`src/rtl/cart_banked_bridge.sv`:
```
// Banked cartridge/SRAM bridge: maps the 6502 S4/S5 windows onto a larger SRAM through per-window bank
// registers, exposes a D5E8-D5EF control page, and shares the SRAM with an auto-incrementing uC port.
module cart_banked_bridge #(
    parameter int RAM_ADDR_W    = 17,
    parameter int ACCESS_CYCLES = 4
) (
    input  logic                  clk,
    input  logic                  reset_n,
    input  logic                  fi2,
    input  logic                  cart_s4,
    input  logic                  cart_s5,
    input  logic                  cart_rw,
    input  logic                  cart_cctl,
    input  logic [12:0]           cart_addr,
    input  logic [7:0]            cart_din,
    output logic [7:0]            cart_dout,
    output logic                  cart_dout_en,
    output logic                  cart_rd4,
    output logic                  cart_rd5,
    input  logic                  cart_write_enable,
    output logic [RAM_ADDR_W-1:0] ram_addr,
    input  logic [7:0]            ram_din,
    output logic [7:0]            ram_dout,
    output logic                  ram_oe_n,
    output logic                  ram_we_n,
    input  logic [7:0]            uc_din,
    output logic [7:0]            uc_dout,
    input  logic                  uc_read,
    input  logic                  uc_write,
    input  logic                  uc_set_lo,
    input  logic                  uc_set_hi,
    input  logic                  uc_set_ext,
    output logic                  uc_ack
);
    localparam int BANK_W = RAM_ADDR_W - 13;
    localparam int KW     = $clog2(ACCESS_CYCLES);
    localparam logic [KW-1:0] K_LAST  = KW'(ACCESS_CYCLES - 1);
    localparam logic [KW-1:0] K_SAMP  = KW'(ACCESS_CYCLES - 2);
    localparam logic [KW-1:0] K_WE_ON = KW'(ACCESS_CYCLES / 2 - 1);

    typedef enum logic [2:0] {S_IDLE, S_CART_RD, S_CART_WR, S_CTL_WR, S_UC_RD, S_UC_WR} state_t;

    state_t                r_state;
    logic [KW-1:0]         r_k;
    logic                  r_fi2_m, r_fi2_s, r_fi2_d, r_evt, r_pend;
    logic                  r_s4, r_s5, r_rw, r_cctl;
    logic [12:0]           r_addr;
    logic [BANK_W-1:0]     r_bank4, r_bank5;
    logic [1:0]            r_rd_en;
    logic                  r_rd4, r_rd5, r_uc_ack, r_oe_n, r_we_n;
    logic [RAM_ADDR_W-1:0] r_uc_addr, r_hold_val, r_hold_msk, r_ram_addr;
    logic [7:0]            r_ram_dout, r_cart_dout, r_uc_dout;

    logic                  w_rise, w_fall, w_win, w_ctl, w_sel, w_go;
    logic [RAM_ADDR_W-1:0] w_cart_addr, w_live_msk, w_live_val, w_all_msk, w_ua;
    logic [7:0]            w_ctl_rdata;

    assign w_rise      = r_fi2_s & ~r_fi2_d;
    assign w_fall      = ~r_fi2_s & r_fi2_d;
    assign w_win       = r_s4 ^ r_s5;
    assign w_ctl       = ~r_cctl & (r_addr[7:3] == 5'b11101);
    assign w_sel       = w_win | w_ctl;
    assign w_go        = r_evt | r_pend;
    assign w_cart_addr = {(r_s4 ? r_bank5 : r_bank4), r_addr};

    assign cart_dout_en = w_sel & r_rw & fi2;
    assign cart_dout    = r_cart_dout;
    assign cart_rd4     = r_rd4;
    assign cart_rd5     = r_rd5;
    assign ram_addr     = r_ram_addr;
    assign ram_dout     = r_ram_dout;
    assign ram_oe_n     = r_oe_n;
    assign ram_we_n     = r_we_n;
    assign uc_dout      = r_uc_dout;
    assign uc_ack       = r_uc_ack;

    // fi2 synchroniser, edge event and CPU bus capture on each phi2 rise
    always_ff @(posedge clk or negedge reset_n) begin
        if (!reset_n) begin
            r_fi2_m <= 1'b0;
            r_fi2_s <= 1'b0;
            r_fi2_d <= 1'b0;
            r_evt   <= 1'b0;
            r_s4    <= 1'b1;
            r_s5    <= 1'b1;
            r_rw    <= 1'b1;
            r_cctl  <= 1'b1;
            r_addr  <= 13'h0000;
        end else begin
            r_fi2_m <= fi2;
            r_fi2_s <= r_fi2_m;
            r_fi2_d <= r_fi2_s;
            r_evt   <= w_rise;
            if (w_rise) begin
                r_s4   <= cart_s4;
                r_s5   <= cart_s5;
                r_rw   <= cart_rw;
                r_cctl <= cart_cctl;
                r_addr <= cart_addr;
            end
        end
    end

    // uC address byte loads: live strobes merge over bytes held while the FSM was busy
    always_comb begin
        w_live_msk = '0;
        w_live_val = r_hold_val;
        for (int b = 0; b < RAM_ADDR_W; b++) begin
            if (b < 8) begin
                w_live_msk[b] = uc_set_lo;
            end else if (b < 16) begin
                w_live_msk[b] = uc_set_hi;
            end else if (b < 24) begin
                w_live_msk[b] = uc_set_ext;
            end else begin
                w_live_msk[b] = 1'b0;
            end
            w_live_val[b] = w_live_msk[b] ? uc_din[3'(b % 8)] : r_hold_val[b];
        end
        w_all_msk = r_hold_msk | w_live_msk;
        w_ua      = (r_uc_addr & ~w_all_msk) | (w_live_val & w_all_msk);
    end

    // Control page read mux
    always_comb begin
        w_ctl_rdata = 8'h00;
        case (r_addr[2:0])
            3'd0:    w_ctl_rdata = 8'(r_bank4);
            3'd1:    w_ctl_rdata = 8'(r_bank5);
            3'd7:    w_ctl_rdata = {r_rd_en, 6'b000000};
            default: w_ctl_rdata = 8'h00;
        endcase
    end

    // Access FSM with registered SRAM strobes, read capture, control registers and uC handshake
    always_ff @(posedge clk or negedge reset_n) begin
        if (!reset_n) begin
            r_state     <= S_IDLE;
            r_k         <= '0;
            r_pend      <= 1'b0;
            r_bank4     <= BANK_W'(0);
            r_bank5     <= BANK_W'(1);
            r_rd_en     <= 2'b11;
            r_rd4       <= 1'b1;
            r_rd5       <= 1'b1;
            r_uc_addr   <= '0;
            r_hold_val  <= '0;
            r_hold_msk  <= '0;
            r_uc_ack    <= 1'b0;
            r_ram_addr  <= '0;
            r_ram_dout  <= 8'h00;
            r_oe_n      <= 1'b1;
            r_we_n      <= 1'b1;
            r_cart_dout <= 8'h00;
            r_uc_dout   <= 8'h00;
        end else begin
            if (r_evt && !w_sel) begin
                {r_rd5, r_rd4} <= r_rd_en;
            end
            if (!uc_read && !uc_write) begin
                r_uc_ack <= 1'b0;
            end
            case (r_state)
                S_IDLE: begin
                    r_k        <= '0;
                    r_pend     <= 1'b0;
                    r_uc_addr  <= w_ua;
                    r_hold_msk <= '0;
                    if (w_go && !r_rw && w_win && cart_write_enable) begin
                        r_state    <= S_CART_WR;
                        r_ram_addr <= w_cart_addr;
                        r_ram_dout <= cart_din;
                    end else if (w_go && !r_rw && w_ctl) begin
                        r_state <= S_CTL_WR;
                    end else if (w_go && r_rw && w_win) begin
                        r_state    <= S_CART_RD;
                        r_ram_addr <= w_cart_addr;
                        r_oe_n     <= 1'b0;
                    end else if (w_go && r_rw && w_ctl) begin
                        r_cart_dout <= w_ctl_rdata;
                    end else if (w_fall && uc_write && !r_uc_ack) begin
                        r_state    <= S_UC_WR;
                        r_ram_addr <= w_ua;
                        r_ram_dout <= uc_din;
                    end else if (w_fall && uc_read && !r_uc_ack) begin
                        r_state    <= S_UC_RD;
                        r_ram_addr <= w_ua;
                        r_oe_n     <= 1'b0;
                    end
                end
                default: begin
                    r_k        <= r_k + KW'(1);
                    r_hold_val <= w_live_val;
                    r_hold_msk <= w_all_msk;
                    if (r_evt) begin
                        r_pend <= 1'b1;
                    end
                    if (r_k == K_SAMP && r_state == S_CART_RD) begin
                        r_cart_dout <= ram_din;
                    end
                    if (r_k == K_SAMP && r_state == S_UC_RD) begin
                        r_uc_dout <= ram_din;
                    end
                    // we_n spans k = N/2 .. N-2 so address and data settle around both edges
                    if ((r_state == S_CART_WR || r_state == S_UC_WR) && r_k == K_WE_ON) begin
                        r_we_n <= 1'b0;
                    end else if (r_k == K_SAMP) begin
                        r_we_n <= 1'b1;
                    end
                    if (r_k == K_LAST) begin
                        r_state <= S_IDLE;
                        r_oe_n  <= 1'b1;
                        r_we_n  <= 1'b1;
                        if (r_state == S_CTL_WR) begin
                            case (r_addr[2:0])
                                3'd0:    r_bank4 <= cart_din[BANK_W-1:0];
                                3'd1:    r_bank5 <= cart_din[BANK_W-1:0];
                                3'd7:    r_rd_en <= cart_din[7:6];
                                default: r_rd_en <= r_rd_en;
                            endcase
                        end
                        if (r_state == S_UC_RD || r_state == S_UC_WR) begin
                            r_uc_ack  <= 1'b1;
                            r_uc_addr <= r_uc_addr + RAM_ADDR_W'(1);
                        end
                    end
                end
            endcase
        end
    end
endmodule

```
`config.mk`:
```
export PLATFORM = sky130hd
export DESIGN_NAME = cart_banked_bridge
export DESIGN_NICKNAME = d
export VERILOG_FILES = /design/src/rtl/cart_banked_bridge.sv
export SDC_FILE = /design/constraint.sdc
export NUM_CORES = 1
export LEC_CHECK = 0
export BUFFER_PORTS_ARGS = -buffer_cell sky130_fd_sc_hd__clkbuf_2
export CAP_MARGIN = 20
export CORE_MARGIN = 3
export CORE_UTILIZATION = 45
export CTS_BUF_LIST = sky130_fd_sc_hd__clkbuf_16
export CTS_CLUSTER_SIZE = 28
export DETAILED_ROUTE_END_ITERATION = 8
export PLACE_DENSITY = 0.69
export SLEW_MARGIN = 20
export SYNTH_ARGS = -nofsm -noshare
export SYNTH_HDL_FRONTEND = slang
export SYNTH_SLANG_ARGS = --single-unit
```
`constraint.sdc`:
```
create_clock -name clk -period 1.95 [get_ports clk]
set_input_delay 0.2925 -clock clk [delete_from_list [all_inputs] [get_ports clk]]
set_output_delay 0.2925 -clock clk [all_outputs]
set_load 0.05 [all_outputs]
```
==> impl_metrics.json, run 1 <==
{
  "gp_congestion": 0.881,
  "path_class": "reg2out",
  "fin_ws_ns": -0.221,
  "core_region_area_mm2": 0.0127,
  "cts_root_buffer": "clkbuf_16",
  "numCtsBuffers": 17,
  "final_nets": 709,
  "period_share": 1.11,
  "io_buffers": 96,
  "grt_max_degree": 41,
  "syn_area_mm2": 0.00587,
  "multiInputGateArea_mm2": 0.00271,
  "slew_viol_final": 0,
  "yosysSeqAreaShare": 0.539,
  "synth-edff-count": 0,
  "power.density_mw_per_mm2": 1660,
  "synth_warnings": 0,
  "grt_pass1_vias": 4666,
  "drive_gt1_frac": 0.422,
  "cp.required_ns": 1.66,
  "drt-pass1-iter-count": 4,
  "start_util": 0.464,
  "synth_top_area_cell": "dfrtp_1",
  "routed_wirelength_mm": 15.1,
  "grt_pass1_wl_mm": 24.3,
  "cts_tree": "yes",
  "antenna_found_initial": 0,
  "num_vias": 4637,
  "synth.lib_cells_used.distinct": 59,
  "final_hold_viol_count": 0,
  "grt.overflow.total": 0,
  "place_hpwl_mm": 11.0,
  "status": "finished with violations",
  "die_x_um": 120,
  "violations": "setup timing",
  "fillers": 972,
  "ys_top_cells_by_area": "dfrtp_1, mux2_2, dfstp_2",
  "min_path_type": "in2reg",
  "path_cells": "nand2b_4 > or4b_4 > buf_6 > a21oi_4 > buf_8",
  "placedCellCount": 799,
  "ff_latch_area_mm2": 0.00317,
  "ioPinCount": 97,
  "h-tree-depth": 4,
  "post-synth-top-count-cell": "dfrtp_1",
  "setup-violations-final": 10,
  "async_reset_ff_frac": 1.00,
  "fin_tns_setup_ns": -1.45,
  "dieArea_mm2": 0.0145,
  "drt_iter0_drc": 265,
  "synth-seq-cells": 126,
  "vias_per_cell": 5.52,
  "slew_headroom": 0.623,
  "cellLeakagePower_nw": 3.55,
  "finClkSkew_ns": 0.00592,
  "rsz0062_at_grt": "yes",
  "ys_top_cells_by_count": "dfrtp_1, nor2_1, mux2_2",
  "synth_top_area_share": 0.490,
  "whs_ns": 0.110,
  "ff2ff_setup_slack_ns": -0.15,
  "end_kind": "output pin",
  "placed_area_mm2": 0.00689,
  "max_stage_delay_ns": 0.53,
  "antenna_cells": 0,
  "cts_buffer_depth": 2,
  "stdcell_area_mm2": 0.00770,
  "num_rows": 41,
  "drc": 0,
  "path_clk_slew_ns": 0.06,
  "grt_usage": 0.217,
  "syn_to_final_growth_pct": 31.2,
  "die_y_um": 120,
  "synth_fp_nets": 568,
  "ant_nets": 0,
  "insertion_delay_ns": 0.41,
  "synth_ff_type": "dfrtp_1",
  "syn_avg_cell_area_um2": 11.4,
  "routedWlPerCell_um": 18.0,
  "final.min_clock_period_ns": 2.17,
  "cp_slowest_cell": "or4b_4",
  "maxCapViolCount": 0,
  "vdd.ir_drop.worst_uv": 833,
  "final_cells": 840,
  "worstMarginPinSlew_ns": 0.559,
  "crit_path_start_kind": "register",
  "arrival_ns": 1.88,
  "clock_sinks": 126,
  "clock.fmax_mhz": 461,
  "path_max_fanout": 3,
  "syn_inst": 514,
  "final_core_util": 0.608
}
## cells by family (layout without fill, tap and decap cells)
kind of cell	after synthesis	after routing	synth area share
XOR/XNOR	3	3	0.00575
multiplexers	89	89	0.176
flip-flops	126	126	0.539
buffers and inverters	31	185	0.0245
AO/OA/AOI/OAI	103	103	0.119
adder cells (fa/ha/maj)	4	4	0.00852
AND/OR/NAND/NOR	158	158	0.127
## critical path, delay by kind of cell (launching register included)
kind | cells | cell delay (ns)
buffers and inverters | 2 | 0.31
DFF | 1 | 0.36
and+or+nand+nor | 2 | 0.67
AOI/OAI and AO/OA | 1 | 0.13
## sequential cells by signal, summed over array words and instances, names as in the netlist, 2 cells and up
name / count
r_addr: 13
ram_addr: 17
ram_dout: 8
r_hold_msk: 17
r_k: 2
r_state: 3
r_uc_addr: 17
uc_dout: 8
r_rd_en: 2
cart_dout: 8
r_hold_val: 9
r_bank4: 4
r_bank5: 4
## layout by cell type (no fill, tap or decap), types with 13 or more instances in the layout
cell type  count
dfrtp_1      115
clkbuf_2      94
nor2_1        62
mux2_2        49
nand2_1       41
buf_4         35
o21ai_0       28
mux2_4        21
mux2i_1       19
clkbuf_16     17
a21oi_1       13
## worst paths after layout
check / startpoint / to / cells after the start
min reg2reg: r_fi2_m / r_fi2_s / 0
max in group asynchronous: reset_n / r_s4 / 3
max: r_cctl / cart_dout_en / 5
max reg2reg: r_s5 / ram_dout[5] / 6
min: cart_addr[8] / r_addr[8] / 2
min in group asynchronous: reset_n / ram_dout[3] / 2
## what timing repair did
action	in CTS	in global routing
pin swaps	0	16
resized for setup	6	35
cloned	0	1
endpoints found under the setup margin	11	38
buffers inserted	0	6
hold buffers	2	0
hold endpoints to repair	31	0
## metrics by stage
stage / setup WS, ns / power, mW
after floorplan: -0.139 / 7.87
after global routing: -0.276 / 13.5
after global placement: -0.0855 / 9.37
final: -0.221 / 12.8
after CTS: -0.250 / 12.7
after detailed placement: -0.112 / 9.54
## where the power goes
group          total [mW]  leakage [nW]  switching (mW)  internal [mW]
clock network        3.11         0.282            1.14           1.98
registers            4.28          1.52           0.674           3.60
logic                5.44          1.75            3.47           1.97
## final cells by class
type	count	area share
Sequential cell	126	0.411
Inverter	6	0.00292
Tap cell	172	0.0279
Clock buffer	17	0.0552
Clock inverter	15	0.0200
Timing Repair Buffer	147	0.131
Multi-Input combinational cell	357	0.352
## routing by layer
| metal | track usage | share of wire | vias to the layer above |
|---|---|---|---|
| li1 | - | - | 2144 |
| met3 | 0.0514 | 0.053 | 20 |
| met1 | 0.292 | 0.44 | 2341 |
| met4 | 0.0644 | 0.020 | 0 |
| met2 | 0.352 | 0.49 | 132 |
| met5 | 0 | 0 | - |
No activity file was read; power rests on OpenSTA's default activity.
==> run 2: changes to the inputs <==
--- a/config.mk
+++ b/config.mk
@@ -7,11 +7,11 @@
 export LEC_CHECK = 0
 export BUFFER_PORTS_ARGS = -buffer_cell sky130_fd_sc_hd__clkbuf_2
 export CAP_MARGIN = 20
-export CORE_MARGIN = 3
 export CORE_UTILIZATION = 45
 export CTS_BUF_LIST = sky130_fd_sc_hd__clkbuf_16
 export CTS_CLUSTER_SIZE = 28
 export DETAILED_ROUTE_END_ITERATION = 8
+export GPL_TIMING_DRIVEN = 0
 export PLACE_DENSITY = 0.69
 export SLEW_MARGIN = 20
 export SYNTH_ARGS = -nofsm -noshare
==> run 2 against run 1 <==
Compared with the run above: the flow still finishes with violations (setup timing); via count increased by 3.3%; highest routed layer unchanged; global-route usage rose by 2.4 points; register-to-register slack barely moved.
==> impl_metrics.json, run 2 (synthesized netlist as in run 1, its figures left out) <==
{
  "rsz0062_at_grt": "yes",
  "gp_congestion": 0.910,
  "cts_tree": "yes",
  "placedCellCount": 781,
  "drive_gt1_frac": 0.420,
  "io_buffers": 94,
  "numCtsBuffers": 17,
  "routedWlPerCell_um": 18.9,
  "seq_power_share": 0.323,
  "cellLeakagePower_nw": 3.52,
  "worstMarginPinSlew_ns": 0.736,
  "vias_per_cell": 5.72,
  "final_common_cell": "dfrtp_1",
  "power.density_mw_per_mm2": 1730,
  "whs_ns": 0.00414,
  "num_vias": 4789,
  "ioPinCount": 97,
  "final_nets": 706,
  "syn_to_final_growth_pct": 31.1,
  "arrival_ns": 2.41,
  "placed_area_mm2": 0.00662,
  "ant_nets": 0,
  "start_util": 0.464,
  "slew_viol_final": 0,
  "fin_ws_ns": -0.161,
  "final_cells": 837,
  "path_cells": "xor2_4 > nand2_2 > or3_4 > a211o_1 > buf_6 > mux2_4",
  "period_share": 1.08,
  "dieArea_mm2": 0.0135,
  "switching_power_mw": 5.43,
  "path_clk_slew_ns": 0.05,
  "comb_power_share": 0.422,
  "grt_pass1_vias": 4630,
  "cts_root_buffer": "clkbuf_16",
  "final.min_clock_period_ns": 2.11,
  "cp_slowest_cell": "dfstp_2",
  "die_x_um": 116,
  "setup-violations-final": 20,
  "antenna_found_initial": 0,
  "pwr-share-clk": 0.255,
  "clock_sinks": 126,
  "status": "finished with violations",
  "vdd.ir_drop.worst_uv": 858,
  "grt_pass1_wl_mm": 24.4,
  "routed_wirelength_mm": 15.9,
  "grt.overflow.total": 0,
  "crit_family": "flip-flops",
  "fin_tns_setup_ns": -1.87,
  "final_cell_mix": "dfrtp_1, clkbuf_2, nor2_1",
  "stdcell_area_mm2": 0.00770,
  "core_region_area_mm2": 0.0127,
  "num_rows": 41,
  "final_hold_viol_count": 0,
  "h-tree-depth": 4,
  "drt-pass1-iter-count": 5,
  "antenna_cells": 0,
  "min_path_type": "in2reg",
  "die_y_um": 116,
  "finClkSkew_ns": 0.00607,
  "swShare": 0.409,
  "path_class": "reg2reg",
  "max_stage_delay_ns": 0.60,
  "drt_iter0_drc": 267,
  "slew_headroom": 0.509,
  "critPathBufInv": 1,
  "grt_usage": 0.241,
  "place_hpwl_mm": 10.6,
  "clock.fmax_mhz": 474,
  "violations": "setup timing",
  "grt_max_degree": 94,
  "crit_path_start_kind": "register",
  "intPower_mw": 7.86,
  "fillers": 1016,
  "insertion_delay_ns": 0.42,
  "end_kind": "register",
  "dp_slack_ns": -0.618,
  "drc": 0,
  "path_max_fanout": 8,
  "cp.required_ns": 2.25,
  "maxCapViolCount": 0,
  "cts_buffer_depth": 2
}
==> run 2: through the flow <==
stage	total power, mW	util
after floorplan	7.87	-
after global placement	9.08	0.519
after detailed placement	9.23	0.522
after CTS	12.9	0.594
after global routing	13.9	0.608
final	13.3	0.608
==> run 2: cell type report <==
type                    count  area, um2  area share
flip-flops and latches    126       3170       0.411
clock inverters            15        201      0.0262
well taps                 172        215      0.0279
plain buffers              22        144      0.0187
multi-input cells         357       2760       0.359
clock buffers              17        425      0.0552
inverters                   6       22.5     0.00292
repair buffers            122        762      0.0989
==> run 2: final timing paths <==
path                              start          end  slack [ns]  depth (start not counted)
max in group asynchronous       reset_n     ram_we_n        0.84                          3
worst min-delay path                fi2      r_fi2_m       0.004                          1
min in group asynchronous       reset_n   r_addr[11]        0.33                          2
worst max register to register     r_s5  ram_dout[6]       -0.16                          6
worst min register to register  r_fi2_m      r_fi2_s        0.35                          0
worst max-delay path               r_s5  ram_dout[6]       -0.16                          6
==> run 2: repair_timing <==
| item | 4_1_cts | 5_1_grt |
|---|---|---|
| hold endpoints to repair | 25 | 0 |
| resized for setup | 30 | 39 |
| buffers inserted | 18 | 7 |
| pin swaps | 12 | 5 |
| gates cloned | 0 | 1 |
| hold buffers | 1 | 0 |
| endpoints found under the setup margin | 82 | 67 |
==> run 2: power groups by stage <==
| stage | clock, mW | sequential, mW | combinational (mW) |
|---|---|---|---|
| global placement | 0 | 4.23 | 4.84 |
| CTS | 3.40 | 4.26 | 5.28 |
| finish | 3.39 | 4.29 | 5.62 |
| detailed placement | 0 | 4.27 | 4.95 |
| global route | 3.53 | 4.41 | 5.95 |
| floorplan | 0 | 5.69 | 2.19 |
==> run 2: layer usage <==
layer	GRT usage	routed length [um]	vias up
met2	0.401	7920	196
met5	0	0	-
li1	-	-	2147
met3	0.0446	935	40
met1	0.313	6560	2406
met4	0.0906	430	0
